### config.mk
export PLATFORM = sky130hd
export DESIGN_NAME = mode_sequencer_flat
export DESIGN_NICKNAME = d
export VERILOG_FILES = /design/src/rtl/mode_seq_if.sv /design/src/rtl/mode_sequencer.sv /design/src/flat_wrapper.sv
export SDC_FILE = /design/constraint.sdc
export NUM_CORES = 1
export LEC_CHECK = 0
export CORE_UTILIZATION = 55
export DETAILED_ROUTE_END_ITERATION = 10
export PLACE_DENSITY = 0.89
export SYNTH_ARGS = -nofsm -noshare
export SYNTH_HDL_FRONTEND = slang
export SYNTH_SLANG_ARGS = --single-unit
### constraint.sdc
create_clock -name clk -period 2.1 [get_ports clk]
set_clock_uncertainty 0.1 [all_clocks]
set_input_delay 0.42 -clock clk [delete_from_list [all_inputs] [get_ports clk]]
set_output_delay 0.42 -clock clk [all_outputs]
set_load 0.02 [all_outputs]
### src/rtl/mode_seq_if.sv
// Handshake and mode bundle between the upstream requester and mode_sequencer.
// master = requester/datapath side, slave = sequencer side.
interface mode_seq_if;
  logic [1:0] mode_req;
  logic       req_valid;
  logic       req_ready;
  logic       switch_ok;
  logic [1:0] Mode_input;
  logic       mode_changed;
  logic       busy;
  logic       req_abort;

  modport master (
    output mode_req,
    output req_valid,
    output switch_ok,
    input  req_ready,
    input  Mode_input,
    input  mode_changed,
    input  busy,
    input  req_abort
  );

  modport slave (
    input  mode_req,
    input  req_valid,
    input  switch_ok,
    output req_ready,
    output Mode_input,
    output mode_changed,
    output busy,
    output req_abort
  );
endinterface

### src/rtl/mode_sequencer.sv
// Registered mode controller feeding the one-hot select encoder's Mode_input.
// Optional switch_ok wait timeout is enabled by defining MODE_SEQ_TIMEOUT_EN.
//
// state     | meaning
// ----------+------------------------------------------------------------
// ST_IDLE   | ready for a request; equal-mode requests are silent no-ops
// ST_WAIT   | holding pending mode until downstream reports a safe point
// ST_DWELL  | new mode committed, holding it for DWELL_CYCLES
module mode_sequencer #(
  parameter int DWELL_CYCLES   = 16,
  parameter int TIMEOUT_CYCLES = 256
) (
  input  logic       clk,
  input  logic       rst,
  mode_seq_if.slave  bus
);

  localparam logic [1:0] ST_IDLE  = 2'd0;
  localparam logic [1:0] ST_WAIT  = 2'd1;
  localparam logic [1:0] ST_DWELL = 2'd2;

  localparam logic [15:0] DWELL_LOAD = 16'(DWELL_CYCLES - 1);

  if (DWELL_CYCLES < 1 || DWELL_CYCLES > 65535) begin : g_bad_dwell
    $error("mode_sequencer: DWELL_CYCLES out of range 1..65535");
  end
  if (TIMEOUT_CYCLES < 1 || TIMEOUT_CYCLES > 65535) begin : g_bad_timeout
    $error("mode_sequencer: TIMEOUT_CYCLES out of range 1..65535");
  end

  logic [1:0]  r_state;
  logic [1:0]  r_pending;
  logic [1:0]  r_mode;
  logic        r_ready;
  logic        r_busy;
  logic        r_changed;
  logic        r_abort;
  logic [15:0] r_cnt;

  logic w_accept;
  logic w_noop;

  // r_ready is only ever high in ST_IDLE, so it doubles as the accept gate.
  assign w_accept = bus.req_valid && r_ready;
  assign w_noop   = (bus.mode_req == r_mode);

`ifdef MODE_SEQ_TIMEOUT_EN
  localparam logic [15:0] TIMEOUT_LAST = 16'(TIMEOUT_CYCLES - 1);

  logic [15:0] r_wcnt;

  always_ff @(posedge clk) begin
    if (rst) begin
      r_state   <= ST_IDLE;
      r_pending <= 2'b00;
      r_mode    <= 2'b00;
      r_ready   <= 1'b1;
      r_busy    <= 1'b0;
      r_changed <= 1'b0;
      r_abort   <= 1'b0;
      r_cnt     <= 16'd0;
      r_wcnt    <= 16'd0;
    end else begin
      r_changed <= 1'b0;
      r_abort   <= 1'b0;
      case (r_state)
        ST_IDLE: begin
          if (w_accept && !w_noop) begin
            r_pending <= bus.mode_req;
            r_wcnt    <= 16'd0;
            r_ready   <= 1'b0;
            r_busy    <= 1'b1;
            r_state   <= ST_WAIT;
          end
        end
        ST_WAIT: begin
          // A switch point on the timeout edge still wins over the abort.
          if (bus.switch_ok) begin
            r_mode    <= r_pending;
            r_changed <= 1'b1;
            r_cnt     <= DWELL_LOAD;
            r_state   <= ST_DWELL;
          end else if (r_wcnt == TIMEOUT_LAST) begin
            r_abort   <= 1'b1;
            r_ready   <= 1'b1;
            r_busy    <= 1'b0;
            r_state   <= ST_IDLE;
          end else begin
            r_wcnt    <= r_wcnt + 16'd1;
          end
        end
        ST_DWELL: begin
          if (r_cnt == 16'd0) begin
            r_ready <= 1'b1;
            r_busy  <= 1'b0;
            r_state <= ST_IDLE;
          end else begin
            r_cnt   <= r_cnt - 16'd1;
          end
        end
        default: begin
          r_ready <= 1'b1;
          r_busy  <= 1'b0;
          r_state <= ST_IDLE;
        end
      endcase
    end
  end
`else
  always_ff @(posedge clk) begin
    if (rst) begin
      r_state   <= ST_IDLE;
      r_pending <= 2'b00;
      r_mode    <= 2'b00;
      r_ready   <= 1'b1;
      r_busy    <= 1'b0;
      r_changed <= 1'b0;
      r_abort   <= 1'b0;
      r_cnt     <= 16'd0;
    end else begin
      r_changed <= 1'b0;
      r_abort   <= 1'b0;
      case (r_state)
        ST_IDLE: begin
          if (w_accept && !w_noop) begin
            r_pending <= bus.mode_req;
            r_ready   <= 1'b0;
            r_busy    <= 1'b1;
            r_state   <= ST_WAIT;
          end
        end
        ST_WAIT: begin
          if (bus.switch_ok) begin
            r_mode    <= r_pending;
            r_changed <= 1'b1;
            r_cnt     <= DWELL_LOAD;
            r_state   <= ST_DWELL;
          end
        end
        ST_DWELL: begin
          if (r_cnt == 16'd0) begin
            r_ready <= 1'b1;
            r_busy  <= 1'b0;
            r_state <= ST_IDLE;
          end else begin
            r_cnt   <= r_cnt - 16'd1;
          end
        end
        default: begin
          r_ready <= 1'b1;
          r_busy  <= 1'b0;
          r_state <= ST_IDLE;
        end
      endcase
    end
  end
`endif

  assign bus.req_ready    = r_ready;
  assign bus.Mode_input   = r_mode;
  assign bus.mode_changed = r_changed;
  assign bus.busy         = r_busy;
  assign bus.req_abort    = r_abort;

endmodule

### src/flat_wrapper.sv
// flat-port wrapper written by rule: the top's interface ports become plain ports
module mode_sequencer_flat 
#(
  parameter int DWELL_CYCLES   = 16,
  parameter int TIMEOUT_CYCLES = 256
)
  (clk, rst, bus_mode_req, bus_req_valid, bus_switch_ok, bus_req_ready, bus_Mode_input, bus_mode_changed, bus_busy, bus_req_abort);
  mode_seq_if bus_i ();
  input  logic clk;
  input  logic rst;
  input wire logic [$bits(bus_i.mode_req)-1:0] bus_mode_req;
  input wire logic [$bits(bus_i.req_valid)-1:0] bus_req_valid;
  input wire logic [$bits(bus_i.switch_ok)-1:0] bus_switch_ok;
  output wire logic [$bits(bus_i.req_ready)-1:0] bus_req_ready;
  output wire logic [$bits(bus_i.Mode_input)-1:0] bus_Mode_input;
  output wire logic [$bits(bus_i.mode_changed)-1:0] bus_mode_changed;
  output wire logic [$bits(bus_i.busy)-1:0] bus_busy;
  output wire logic [$bits(bus_i.req_abort)-1:0] bus_req_abort;
  assign bus_i.mode_req = bus_mode_req;
  assign bus_i.req_valid = bus_req_valid;
  assign bus_i.switch_ok = bus_switch_ok;
  assign bus_req_ready = bus_i.req_ready;
  assign bus_Mode_input = bus_i.Mode_input;
  assign bus_mode_changed = bus_i.mode_changed;
  assign bus_busy = bus_i.busy;
  assign bus_req_abort = bus_i.req_abort;
  mode_sequencer #(.DWELL_CYCLES(DWELL_CYCLES), .TIMEOUT_CYCLES(TIMEOUT_CYCLES)) u_core (.clk(clk), .rst(rst), .bus(bus_i));
endmodule
==> flow_metrics.env <==
export IMPL_hold_violations=0
export IMPL_fin_setup_tns_ns=0
export IMPL_crit_type="reg2reg"
export IMPL_grt_pass1_wl_um=5010
export IMPL_rsz0062_at_grt="no"
export IMPL_cts_buffers=3
export IMPL_ys_warnings_count=0
export IMPL_syn_avg_cell_area_um2=8.97
export IMPL_overflow=0
export IMPL_hpwl_um=2180
export IMPL_cts_resized=0
export IMPL_status="finished clean"
export IMPL_core_um2=2040
export IMPL_dieArea_um2=2460
export IMPL_start_util_pct=61.1
export IMPL_diodes=0
export IMPL_report_final_slew_viol_count=0
export IMPL_drc=0
export IMPL_synth_seq_cells=25
export IMPL_synthDistinctLibCells=44
export IMPL_worstSetupStartpointType="register"
export IMPL_antenna_found_initial=0
export IMPL_cts_htree_levels=1
export IMPL_area_growth_pct=15.9
export IMPL_fp_row_count=16
export IMPL_vias_per_cell=6.68
export IMPL_power_density_nw_per_um2=658
export IMPL_worstPathRequired_ns=2.23
export IMPL_route_layer_met1_wl_um=1140
export IMPL_first_pass_iters=4
export IMPL_fin_crit_ns=2.00
export IMPL_path_clk_slew_ns=0.15
export IMPL_synth_edff_count=0
export IMPL_placed_area_um2=1400
export IMPL_fmax_mhz=501
export IMPL_final_area_um2=1450
export IMPL_vias=1216
export IMPL_die_h_um=49.6
export IMPL_cp_max_fo=5
export IMPL_met2WireLength_um=1550
export IMPL_syn_cell_area_um2=1250
export IMPL_ctsRootBufferMaster="clkbuf_4"
export IMPL_totalWireLength_um=3020
export IMPL_p_leak_nw=0.533
export IMPL_arrival_ns=2.12
export IMPL_gp_congestion=0.871
export IMPL_synthCells=139
export IMPL_clk_path_buf_depth=2
export IMPL_grt_max_degree=16
export IMPL_syn_num_nets=146
export IMPL_io_pins=12
export IMPL_yosysSeqAreaShare_pct=40.1
export IMPL_ff2ff_setup_slack_ns=0.10
export IMPL_end_kind="register"
export IMPL_final_util_pct=70.8
export IMPL_hold_path_class="reg2reg"
export IMPL_die_w_um=49.6
export IMPL_drt_initial_drc_count=68
export IMPL_ant_nets=0
export IMPL_clock_latency_ns=0.32
export IMPL_port_buffers=10
export IMPL_peakVddDrop_uv=537
export IMPL_wl_per_cell_um=16.6
export IMPL_cap_viol_max_count=0
export IMPL_grtUsageTotal_pct=26.4
export IMPL_finalCritPeriodShare_pct=95.0
export IMPL_nets=163
export IMPL_grt_pass1_vias=1146
export IMPL_dr_max_layer_used="met4"
export IMPL_post_cts_buffers=0
export IMPL_async_flop_share_pct=0
export IMPL_ctsHoldBuffers=0
export IMPL_drive_gt1_share_pct=14.2
export IMPL_clkSinkCount=25
export IMPL_routed_wl_met3_um=204
export IMPL_setup_violations=0
export IMPL_cts_tree="done"
export IMPL_synth_ff_type="dfxtp_1"
[placed cells by master (no fill, tap or decap), types with 2 or more instances in the layout]
cell type	count
buf_4	5
a21oi_1	12
dfxtp_1	25
mux2i_1	4
clkdlybuf4s50_1	10
o21ai_0	2
or3_1	3
nor4_1	4
nand3b_1	3
o31ai_1	6
or4b_1	2
nor2_1	11
o41ai_1	3
or4_1	6
o211ai_1	2
xor2_1	2
inv_1	5
a311oi_1	3
or2_2	3
a31oi_1	2
nor3_1	3
clkbuf_4	3
nand2_1	14
[routing by layer]
layer  vias to the layer above  track usage, %
li1                        570               -
met1                       561            28.8
met2                        66            48.0
met3                        19            4.63
met4                         0            13.8
met5                         -               0
[critical path, stage by stage, from the launching register on]
cell      delay [ns]
dfxtp_1         0.35
inv_1           0.10
ha_1            0.20
nor3b_4         0.32
nand4_1         0.22
and3_1          0.27
a311oi_1        0.32
[final timing paths]
| check | start | cells after the start | to |
|---|---|---|---|
| setup / recovery | u_core.r_cnt[1]$_SDFFE_PP0P_ | 6 | u_core.r_cnt[1]$_SDFFE_PP0P_ |
| hold / removal | u_core.r_pending[0]$_SDFFE_PP0P_ | 2 | u_core.bus.Mode_input[0]$_SDFFE_PP0P_ |
| setup reg to reg | u_core.r_cnt[1]$_SDFFE_PP0P_ | 6 | u_core.r_cnt[1]$_SDFFE_PP0P_ |
| hold reg to reg | u_core.r_pending[0]$_SDFFE_PP0P_ | 2 | u_core.bus.Mode_input[0]$_SDFFE_PP0P_ |
[cell usage after synthesis, types with 2 or more instances]
master     n  area share, %
a31oi_1    2            1.0
xor2_1     2            1.4
o211ai_1   2            1.2
dfxtp_1   25             40
or4_1      6            3.6
a21oi_1   12            4.8
o21ai_0    2           0.80
o41ai_1    3            2.1
inv_1      5            1.5
a311oi_1   3            2.1
or4b_1     2            1.6
or2_2      3            1.5
o31ai_1    6            3.6
mux2i_1    4            3.2
nor2_1    11            3.3
or3_1      3            1.5
nor4_1     4            2.0
nor3_1     3            1.2
nand3b_1   3            1.8
nand2_1   14            4.2
[report_power, final]
part,total [mW],switching [mW],internal [mW]
clock network,0.214,0.142,0.0713
logic,0.219,0.129,0.0896
registers,0.519,0.0230,0.496
[cells by family (layout without fill, tap and decap cells)]
family	count (synthesis)	in the layout	share of synthesized area (%)
AOI/OAI and AO/OA	34	34	18.3
and+or+nand+nor	63	63	32.0
muxes	5	5	4.11
other	1	1	0.301
adders and majority gates	1	1	1.00
buffers and inverters	8	24	2.81
xor gates and xnor gates	2	2	1.40
DFF	25	25	40.1
[through the flow]
step | cells | setup slack [ns] | power, mW | hold slack [ns]
detailed placement | 178 | 0.0806 | 0.732 | 0.367
global route | 182 | 0.0135 | 1.00 | 0.410
CTS | 182 | 0.0527 | 0.946 | 0.386
floorplan | 139 | 0.321 | 0.663 | 0.332
finish | 182 | 0.104 | 0.951 | 0.381
global placement | 178 | 0.155 | 0.719 | 0.351
[cell type report]
class                      count  area (µm²)
clock buffer                   3        22.5
multi-input combinational    106         728
inverter                       5        18.8
clock inverter                 1        5.00
tap                           27        33.8
timing repair buffer          15         138
sequential                    25         500
fill                         182         596
[flip-flops by register name, summed over array words and instances, names as in the netlist]
register	count
u_core.bus.busy	1
u_core.bus.req_ready	1
u_core.r_state	2
u_core.bus.mode_changed	1
u_core.r_cnt	16
u_core.r_pending	2
u_core.bus.Mode_input	2
(Power assumes the default switching activity.)
